## config.mk

```make
export PLATFORM = sky130hd
export DESIGN_NAME = ps2_rx_fifo
export DESIGN_NICKNAME = d
export VERILOG_FILES = /design/src/rtl/ps2_rx_fifo.sv
export SDC_FILE = /design/constraint.sdc
export NUM_CORES = 1
export LEC_CHECK = 0
export CORE_UTILIZATION = 55
export CTS_CLUSTER_DIAMETER = 50
export DETAILED_ROUTE_END_ITERATION = 16
export PLACE_DENSITY = 0.76
export RECOVER_POWER = 25
export SETUP_SLACK_MARGIN = 0.05
export SLEW_MARGIN = 20
export SYNTH_ARGS = -nofsm -noshare
export SYNTH_HDL_FRONTEND = slang
export SYNTH_SLANG_ARGS = --single-unit
```

## constraint.sdc

```tcl
create_clock -name clk -period 2.77 [get_ports clk]
set_input_delay 0.277 -clock clk [delete_from_list [all_inputs] [get_ports clk]]
set_output_delay 0.277 -clock clk [all_outputs]
set_load 0.05 [all_outputs]
```

## src/rtl/ps2_rx_fifo.sv

```systemverilog
// PS/2 keyboard receiver: tick-sampled glitch filter, 11-bit framing with start/odd-parity/stop
// checks and stall timeout, E0/F0 prefix folding, and a show-ahead FIFO of decoded scan codes.
module ps2_rx_fifo #(
  parameter int CLK_DIV       = 250,
  parameter int FILTER_LEN    = 4,
  parameter int TIMEOUT       = 4000,
  parameter int FIFO_DEPTH    = 8,
  parameter int DECODE_PREFIX = 1
) (
  input  logic                          clk,
  input  logic                          rst,
  input  logic                          scl,
  input  logic                          sda,
  input  logic                          rd_en,
  output logic                          valid,
  output logic [7:0]                    data_out,
  output logic                          ext,
  output logic                          brk,
  output logic [$clog2(FIFO_DEPTH):0]   fifo_count,
  output logic                          parity_err,
  output logic                          timeout_err,
  output logic                          overflow
);

  localparam int TCW = (CLK_DIV > 1) ? $clog2(CLK_DIV) : 1;
  localparam int FCW = $clog2(FILTER_LEN + 1);
  localparam int TOW = $clog2(TIMEOUT + 1);
  localparam int PW  = $clog2(FIFO_DEPTH);
  localparam int CW  = PW + 1;
  localparam logic DECODE = (DECODE_PREFIX != 0);

  typedef enum logic [1:0] {IDLE, RECV, CHECK} state_t;

  state_t           state;
  logic [TCW-1:0]   tick_cnt;
  logic             tick;
  logic [1:0]       scl_sync, sda_sync;
  logic             scl_f, sda_f, scl_nxt, sda_nxt;
  logic [FCW-1:0]   scl_cnt, sda_cnt, scl_cnt_nxt, sda_cnt_nxt;
  logic             fall;
  logic [10:0]      shreg;
  logic [3:0]       bit_cnt;
  logic [TOW-1:0]   timer;
  logic             ext_pend, brk_pend;
  logic             frame_good, is_ext, is_brk;
  logic [9:0]       mem [FIFO_DEPTH];
  logic [PW-1:0]    wr_ptr, rd_ptr;
  logic [CW-1:0]    count;
  logic             push, pop, full, wr;
  logic [9:0]       head;

  assign tick = (tick_cnt == TCW'(CLK_DIV - 1));

  always_ff @(posedge clk or posedge rst) begin
    if (rst) begin
      tick_cnt <= '0;
      scl_sync <= '1;
      sda_sync <= '1;
    end else begin
      tick_cnt <= tick ? '0 : tick_cnt + 1'b1;
      scl_sync <= {scl_sync[0], scl};
      sda_sync <= {sda_sync[0], sda};
    end
  end

  // A filtered line flips only after FILTER_LEN consecutive ticks disagreeing with it.
  always_comb begin
    scl_nxt     = scl_f;
    sda_nxt     = sda_f;
    scl_cnt_nxt = scl_cnt;
    sda_cnt_nxt = sda_cnt;
    if (tick) begin
      if (scl_sync[1] == scl_f) begin
        scl_cnt_nxt = '0;
      end else if (scl_cnt == FCW'(FILTER_LEN - 1)) begin
        scl_nxt     = ~scl_f;
        scl_cnt_nxt = '0;
      end else begin
        scl_cnt_nxt = scl_cnt + 1'b1;
      end
      if (sda_sync[1] == sda_f) begin
        sda_cnt_nxt = '0;
      end else if (sda_cnt == FCW'(FILTER_LEN - 1)) begin
        sda_nxt     = ~sda_f;
        sda_cnt_nxt = '0;
      end else begin
        sda_cnt_nxt = sda_cnt + 1'b1;
      end
    end
  end

  always_ff @(posedge clk or posedge rst) begin
    if (rst) begin
      scl_f   <= 1'b1;
      sda_f   <= 1'b1;
      scl_cnt <= '0;
      sda_cnt <= '0;
    end else begin
      scl_f   <= scl_nxt;
      sda_f   <= sda_nxt;
      scl_cnt <= scl_cnt_nxt;
      sda_cnt <= sda_cnt_nxt;
    end
  end

  assign fall       = tick && scl_f && !scl_nxt;
  assign frame_good = !shreg[0] && shreg[10] && (^shreg[9:1]);
  assign is_ext     = DECODE && (shreg[8:1] == 8'hE0);
  assign is_brk     = DECODE && (shreg[8:1] == 8'hF0);

  always_ff @(posedge clk or posedge rst) begin
    if (rst) begin
      state       <= IDLE;
      shreg       <= '0;
      bit_cnt     <= '0;
      timer       <= '0;
      ext_pend    <= 1'b0;
      brk_pend    <= 1'b0;
      parity_err  <= 1'b0;
      timeout_err <= 1'b0;
    end else begin
      parity_err  <= 1'b0;
      timeout_err <= 1'b0;
      unique case (state)
        IDLE: begin
          if (fall) begin
            shreg   <= {sda_nxt, shreg[10:1]};
            bit_cnt <= 4'd1;
            timer   <= '0;
            state   <= RECV;
          end
        end
        RECV: begin
          if (fall) begin
            shreg   <= {sda_nxt, shreg[10:1]};
            bit_cnt <= bit_cnt + 4'd1;
            timer   <= '0;
            if (bit_cnt == 4'd10) state <= CHECK;
          end else if (tick) begin
            if (timer == TOW'(TIMEOUT - 1)) begin
              timeout_err <= 1'b1;
              ext_pend    <= 1'b0;
              brk_pend    <= 1'b0;
              state       <= IDLE;
            end else begin
              timer <= timer + 1'b1;
            end
          end
        end
        CHECK: begin
          state <= IDLE;
          if (!frame_good) begin
            parity_err <= 1'b1;
            ext_pend   <= 1'b0;
            brk_pend   <= 1'b0;
          end else if (is_ext) begin
            ext_pend <= 1'b1;
          end else if (is_brk) begin
            brk_pend <= 1'b1;
          end else begin
            // Flags are consumed by this byte even if the FIFO drops it.
            ext_pend <= 1'b0;
            brk_pend <= 1'b0;
          end
        end
        default: state <= IDLE;
      endcase
    end
  end

  assign push = (state == CHECK) && frame_good && !is_ext && !is_brk;
  assign pop  = rd_en && valid;
  assign full = (count == CW'(FIFO_DEPTH));
  assign wr   = push && (!full || pop);

  always_ff @(posedge clk) begin
    if (wr) mem[wr_ptr] <= {ext_pend, brk_pend, shreg[8:1]};
  end

  always_ff @(posedge clk or posedge rst) begin
    if (rst) begin
      wr_ptr   <= '0;
      rd_ptr   <= '0;
      count    <= '0;
      overflow <= 1'b0;
    end else begin
      overflow <= push && full && !pop;
      if (wr)  wr_ptr <= wr_ptr + 1'b1;
      if (pop) rd_ptr <= rd_ptr + 1'b1;
      if (wr && !pop)      count <= count + 1'b1;
      else if (!wr && pop) count <= count - 1'b1;
    end
  end

  assign head       = mem[rd_ptr];
  assign valid      = (count != '0);
  assign data_out   = valid ? head[7:0] : '0;
  assign ext        = valid ? head[9]   : 1'b0;
  assign brk        = valid ? head[8]   : 1'b0;
  assign fifo_count = count;

endmodule

```

-- Word-level counts from Yosys, hierarchy flattened
Memory sizes are Yosys's and may differ from the RTL's.
Cells that the tools add are included.
- bits in registers: 64
- bits in writable memories: 80
- memories: 1
- add/sub/neg operators: 9
- equality and inequality tests: 23
- multiplexer cells: 49
- bitwise gates (word level): 2
- reductions and logical operators: 34
- memories (name ; depth ; width ; rd ports ; clocked after Yosys merged registers in ; wr ports ; RTL line ; text):
    mem ; 8 ; 10 ; 1 ; 0 ; 1 ; 46 ; logic [9:0] mem [FIFO_DEPTH];
- operators with widths (kind ; number):
    two-way mux 12 bit ; 4
    two-way mux 1 bit ; 25
    equality test 8 bit (second input constant) ; 3
    one-hot mux 12 bit (2 select lines) ; 1
    two-way mux 4 bit ; 4
    two-way mux 8 bit ; 2
    inequality test 3 bit (second input constant) ; 5
    logical AND 1 bit ; 13
    adder 12 x 1 -> 12 bit (second input constant) ; 1
    adder 3 x 1 -> 3 bit (second input constant) ; 4
    equality test 12 bit (second input constant) ; 1
    two-way mux 3 bit ; 4
    two-way mux 2 bit ; 5
    inequality test 2 bit (second input constant) ; 5
    AND reduction 5 bit ; 2
    XOR reduction 9 bit ; 1
    adder 4 x 1 -> 4 bit (second input constant) ; 2
    adder 8 x 1 -> 8 bit (second input constant) ; 1
    equality test 4 bit (second input constant) ; 2
    one-hot mux 4 bit (2 select lines) ; 1
    AND reduction 4 bit ; 2
    zero test 1 bit ; 7
    equality test 3 x 2 -> 1 bit (second input constant) ; 2
    nonzero test 2 bit ; 3
    14 further kinds ; 17

-- Longest topological paths before layout
Gate-level depths: netlist of run 1.
- depth in word-level cells: 11
- gate-level depth with buffers: 13

-- Worst setup path before layout of run 1
No wires, ideal clock.
- path kind: reg2reg
- start point: register shreg[7]
- end point: register count[3], in the netlist fifo_count[3]
- library setup time: 145 ps
- arrival: 2770 ps
- required time: 2625 ps
- slack: -145 ps
- stages on the path, launching flop included: 13
- clock period less this slack: 2915 ps
- cells stage by stage: dfrtp_1 > ha_1 > xnor3_1 > xnor2_2 > nor3b_4 > ha_1 > inv_1 > ha_1 > a21o_1 > a21oi_1 > xnor2_1 > nor2_1 > xor2_1
- longest elaborated chain between the ends: 9
- ends and longest elaborated chain (element ; RTL line ; text):
    start, declared ; 41 ; logic [10:0] shreg;
    start signal, assigned ; 127 ; shreg <= {sda_nxt, shreg[10:1]};
    start signal, assigned ; 135 ; shreg <= {sda_nxt, shreg[10:1]};
    XOR reduction 9 bit ; 107 ; assign frame_good = !shreg[0] && shreg[10] && (^shreg[9:1]);
    logical AND 1 bit ; 107 ;
    logical AND 1 bit (2 in a row) ; 171 ; assign push = (state == CHECK) && frame_good && !is_ext && !is_brk;
    logical AND 1 bit * ; 171 ;
    logical AND 1 bit * ; 174 ; assign wr = push && (!full || pop);
    net wr ; 49 ; logic push, pop, full, wr;
    zero test 1 bit ; 191 ; else if (!wr && pop) count <= count - 1'b1;
    logical AND 1 bit ; 191 ;
    nonzero test 2 bit (no line) ; -- ;
    end signal, assigned ; 190 ; if (wr && !pop) count <= count + 1'b1;
    end signal, assigned ; 191 ;
    end, declared ; 48 ; logic [CW-1:0] count;
The timed path passes the listed nets; every way through them passes the cells marked *.
A chain may end at the register's enable or synchronous reset.

-- Final worst setup path of run 1
- start point: register shreg[5]
- end point: register count[3], in the netlist fifo_count[3]
The elaborated chain is that of the path after synthesis.

==> results of run 1 <==
report_power, final:
group | switching (mW) | internal (mW)
Sequential | 0.00163 | 2.25
Combinational | 0.0204 | 0.00715
Clock | 0.965 | 1.29
layout make-up:
| type | instances | area share |
|---|---|---|
| inverter | 11 | 0.00556 |
| clock inverter | 15 | 0.0221 |
| sequential | 144 | 0.541 |
| clock buffer | 17 | 0.0573 |
| tap | 140 | 0.0236 |
| timing repair buffer | 53 | 0.0551 |
| multi-input combinational | 270 | 0.295 |
cells in the final DEF, fill, tap and decap left out, types with 5 or more instances in the layout:
master / instances
nand3_1: 15
dfrtp_1: 55
nand2b_1: 9
xor2_1: 7
nor3_1: 7
xnor2_1: 7
o21ai_0: 39
and3_1: 6
buf_4: 36
mux4_2: 20
clkbuf_16: 17
nand2_1: 30
a31oi_1: 5
inv_8: 5
a21oi_1: 7
inv_1: 9
inv_6: 6
mux2i_1: 10
dfstp_2: 6
mux2_2: 10
clkdlybuf4s50_1: 9
ha_1: 14
nand4_1: 6
clkbuf_1: 5
edfxtp_1: 80
nor2_1: 29
worst max-delay path by stage:
stage	start	cells past startpoint	slack, ps	endpoint
floorplan	shreg[5]$_DFFE_PP0P_	13	-20	fifo_count[3]$_DFFE_PP0P_
global placement	shreg[5]$_DFFE_PP0P_	13	100	fifo_count[3]$_DFFE_PP0P_
detailed placement	shreg[5]$_DFFE_PP0P_	13	30	fifo_count[3]$_DFFE_PP0P_
CTS	shreg[7]$_DFFE_PP0P_	12	50	fifo_count[3]$_DFFE_PP0P_
global route	shreg[5]$_DFFE_PP0P_	13	-20	fifo_count[3]$_DFFE_PP0P_
finish	shreg[5]$_DFFE_PP0P_	13	90	fifo_count[3]$_DFFE_PP0P_
critical path, stage by stage (launching register included):
cell and delay, ps:
dfrtp_2 420, inv_2 80, ha_4 190, xnor3_1 380, xnor2_2 180, nor3b_4 210, ha_2 210, inv_2 60
ha_4 200, a21o_1 180, a21oi_2 130, xnor2_1 120, nor2_1 60, xor2_1 130
state kept, by name, summed over array words and instances (netlist names), 2 cells and up:
name,cells
shreg,11
sda_sync,2
rd_ptr,3
state,2
timer,12
bit_cnt,4
tick_cnt,8
wr_ptr,3
scl_sync,2
sda_cnt,3
mem,80
fifo_count,4
scl_cnt,3
logic make-up (layout without fill, tap and decap cells):
kind of cell	count (synthesis)	after routing	synth area share
buffers and inverters	28	96	0.0203
DFF	144	144	0.639
muxes	42	42	0.110
AOI/OAI and AO/OA	67	67	0.0612
adders and majority gates	18	18	0.0371
xor gates and xnor gates	16	16	0.0257
and+or+nand+nor	127	127	0.107
what timing repair did:
| action | CTS | global route |
|---|---|---|
| pin swaps | 4 | 2 |
| endpoints found under the hold margin | 0 | 0 |
| hold buffers | 0 | 0 |
| cloned | 0 | 0 |
| endpoints found under the setup margin | 1 | 15 |
| buffers inserted | 2 | 0 |
| gates resized for setup | 0 | 2 |
per-layer routing:
layer	track usage	wire, µm	vias up
li1	-	-	1772
met5	0	0	-
met3	0.0472	443	12
met2	0.398	6190	78
met1	0.261	4790	1864
met4	0.0801	134	0
==> impl_metrics.yaml, run 1 <==
setup_path:
  end_kind: "register"
  rr_worst_depth: 13
  worstSetupPathType: "reg -> reg"
  cp-start-kind: "register"
  r2r_start: "shreg[5]$_DFFE_PP0P_"
  cp_max_fo: 3
  cp.required_ps: 3070
  rrSetupSlack_ps: 90
  cp.arrival_ps: 2980
  timing.rr.end: "fifo_count[3]$_DFFE_PP0P_"
power:
  finalPower_mw: 4.53
  peakVddDrop_mv: 0.468
  p_leak_nw: 3.08
  p_per_area_nw_per_um2: 610
finish:
  fin_cells: 650
  seqCellArea_um2: 4020
  n_fill_cell: 785
  drive_gt1_frac: 0.253
  diodes: 0
  multi_input_comb_area_um2: 2190
  area_growth_pct: 18.2
  design_area_um2: 7420
  nets: 520
  utilization: 0.676
cts:
  clkLatencyLatePin_ps: 420
  h-tree-depth: 4
  clkSlewWorstSetupHoldPaths_ps: 60
  ctsRootBufferMaster: "clkbuf_16"
  clockBufferDepth: 2
  cts_tree: "yes"
  numCtsBuffers: 17
  cts_sinks: 144
sta:
  relSlewSlack: 0.406
  finalHoldViolations: 0
  post-route-period-util: 0.967
  slew_viol_final: 0
  rsz0062_at_grt: "true"
  min_period_ps: 2680
  final-setup-viol-count: 0
  tightest_slew_ps: 890
  fmax_mhz: 373
  fin_worst_skew_ps: 9.10
  holdWs_ps: 356
  setup_ws_ps: 90.3
  setup_tns_ps: 0
global_routing:
  overflow: 0
  grt_max_degree: 25
  grt_pass1_wl_mm: 19.2
  antenna_found_initial: 0
  first_global_vias: 3876
  grtUsageTotal: 0.222
placement:
  port_buffers: 22
  place_congestion: 0.801
  dpl_worst_slack_ps: 30.7
  dp.cells: 616
  dpl_cell_area_um2: 6830
  place_hpwl_mm: 7.60
yosys:
  yosysUniqueCellTypes: 57
  netlist_area_um2: 6280
  yosysMostFrequentCell: "edfxtp_1"
  synthFlopType: "edfxtp_1"
  ys_ff_latch: 144
  synth_largest_area_cell: "edfxtp_1"
  synth_commonest_cells: "edfxtp_1, dfrtp_1, o21ai_0"
  postSynth.asyncResetShare: 0.444
  synth_edf_count: 80
  seq_area_frac_synth: 0.639
  netlist_instances: 442
  synth_top_area_share: 0.382
  synth_top_cells_by_area: "edfxtp_1, dfrtp_1, mux4_2"
  avgSynthCellArea_um2: 14.2
  yosys_warnings: 0
  synth_fp_nets: 465
detailed_routing:
  wirelength_mm: 11.6
  num_vias: 3726
  drt-initial-drc-count: 148
  avgViaCountPerCell: 5.73
  drtPass1Iterations: 4
  wl_per_cell_um: 17.8
  drc: 0
  antenna_left: 0
min_path:
  min_from: "scl_sync[0]$_DFF_PP1_"
  min_to: "scl_sync[1]$_DFF_PP1_"
  hold_path_class: "reg -> reg"
  min_path_cells: 0
die:
  row_count: 38
  io_pins: 23
  die-area_um2: 11900
  design.core.area_um2: 11000
  die_w_um: 109
  die_h_um: 109
  start_util: 0.572
outcome:
  status: "finished clean"
job:
  drv_cap: 0
(Power assumes the default switching activity.)
==> run 2: changes to the inputs <==
- CORE_UTILIZATION: 55 -> 36
- PLACE_DENSITY: 0.76 -> unset
==> impl_metrics.yaml, run 2 (synthesis results as in run 1) <==
setup_path:
  worstSetupPathType: "reg -> reg"
  cp.arrival_ps: 2970
  cp-start-kind: "register"
  end_kind: "register"
  cp_max_fo: 3
  cp.required_ps: 3080
finish:
  utilization: 0.447
  largest_reg_flops: 80
  seqCellArea_um2: 4020
  nets: 517
  area_growth_pct: 19.6
  n_fill_cell: 1554
  final_cell_mix: "edfxtp_1, dfrtp_1, o21ai_0, buf_4, nand2_1"
  reg_top3: "mem x80, timer x12, shreg x11"
  regMostFlops: "mem"
  drive_gt1_frac: 0.252
  multi_input_comb_area_um2: 2220
  diodes: 0
  fin_cells: 727
  final_common_cell: "edfxtp_1"
power:
  finalPower_mw: 4.50
  p_leak_nw: 3.04
  peakVddDrop_mv: 0.437
  p_per_area_nw_per_um2: 598
outcome:
  status: "finished clean"
die:
  design.core.area_um2: 16800
  die-area_um2: 18000
  start_util: 0.373
  die_w_um: 134
  io_pins: 23
  row_count: 47
  die_h_um: 134
sta:
  rsz0062_at_grt: "true"
  finalHoldViolations: 0
  slew_viol_final: 0
  final-setup-viol-count: 0
  fmax_mhz: 376
  holdWs_ps: 356
  post-route-period-util: 0.961
  tightest_slew_ps: 1140
  fin_worst_skew_ps: 9.35
  relSlewSlack: 0.238
  min_period_ps: 2660
cts:
  clkSlewWorstSetupHoldPaths_ps: 60
  h-tree-depth: 4
  numCtsBuffers: 17
  clockBufferDepth: 2
  postCtsHoldBufs: 0
  clkLatencyLatePin_ps: 430
  cts_sinks: 144
  cts_tree: "yes"
  ctsRootBufferMaster: "clkbuf_16"
detailed_routing:
  wl_per_cell_um: 16.4
  avgViaCountPerCell: 5.07
  antenna_left: 0
  wirelength_mm: 11.9
  num_vias: 3686
  drt-initial-drc-count: 255
  drtPass1Iterations: 4
  drc: 0
global_routing:
  overflow: 0
  grt_max_degree: 30
  antenna_found_initial: 0
  grtUsageTotal: 0.149
  first_global_vias: 3734
  grt_pass1_wl_mm: 19.8
placement:
  port_buffers: 22
  place_hpwl_mm: 7.56
  place_congestion: 0.747
  dp.cells: 693
min_path:
  hold_path_class: "reg -> reg"
job:
  drv_cap: 0
## run 2: where the power goes
part	internal, mW	total, mW	switching (mW)
Clock	1.27	2.21	0.948
Combinational	0.00717	0.0282	0.0210
Sequential	2.25	2.25	0.00187
## run 2: final timing paths
| check | start | end | slack, ps | depth (start not counted) |
|---|---|---|---|---|
| worst max-delay path | shreg[7]$_DFFE_PP0P_ | fifo_count[1]$_DFFE_PP0P_ | 110 | 9 |
| worst min-delay path | scl_sync[0]$_DFF_PP1_ | scl_sync[1]$_DFF_PP1_ | 360 | 0 |
| worst max register to register | shreg[7]$_DFFE_PP0P_ | fifo_count[1]$_DFFE_PP0P_ | 110 | 9 |
| worst min register to register | scl_sync[0]$_DFF_PP1_ | scl_sync[1]$_DFF_PP1_ | 360 | 0 |
| max in group asynchronous | rst | timer[0]$_DFFE_PP0P_ | 1280 | 3 |
| min in group asynchronous | rst | fifo_count[1]$_DFFE_PP0P_ | 590 | 2 |
## run 2: layer usage
layer | part of all wire | wire [µm] | up-vias | GRT usage
met2 | 0.49 | 5870 | 57 | 0.239
met4 | 0.011 | 131 | 0 | 0.0506
li1 | - | - | 1757 | -
met5 | 0 | 0 | - | 0
met1 | 0.46 | 5460 | 1860 | 0.190
met3 | 0.039 | 465 | 12 | 0.0465
## run 2: cell type report
type	count	share of cell area
Sequential cell	144	0.534
Clock inverter	14	0.0195
Inverter	11	0.00550
Multi-Input combinational cell	270	0.295
Tap cell	220	0.0366
Timing Repair Buffer	50	0.0520
Clock buffer	18	0.0571
## run 2: worst max-delay path: stages, from the launching register on
cell and delay [ps]:
dfrtp_2 420, ha_4 240, xnor3_1 370, xnor2_2 180, nor3b_4 210, ha_2 230, inv_2 60, buf_4 130
fa_1 430, mux2_4 280
## run 2: repair_timing
item,CTS,global route
gates resized for setup,0,5
setup endpoints to repair,0,2
buffers inserted,0,2
## run 2: metrics by stage
step           area, µm²  setup TNS, ps  setup WS, ps
3_3_place_gp        6910              0          81.9
4_1_cts             7490              0          52.5
5_1_grt             7510              0         0.656
6_report            7510              0           107
3_5_place_dp        6910              0          74.8
2_1_floorplan       6330          -22.3         -22.3
==> run 3: changes to the inputs <==
- CTS_CLUSTER_SIZE: unset -> 14
- GPL_ROUTABILITY_DRIVEN: unset -> 0
- HOLD_SLACK_MARGIN: unset -> 0.06
==> results of run 3 <==
Final layout, timing and power as in run 2 (identical DEF).
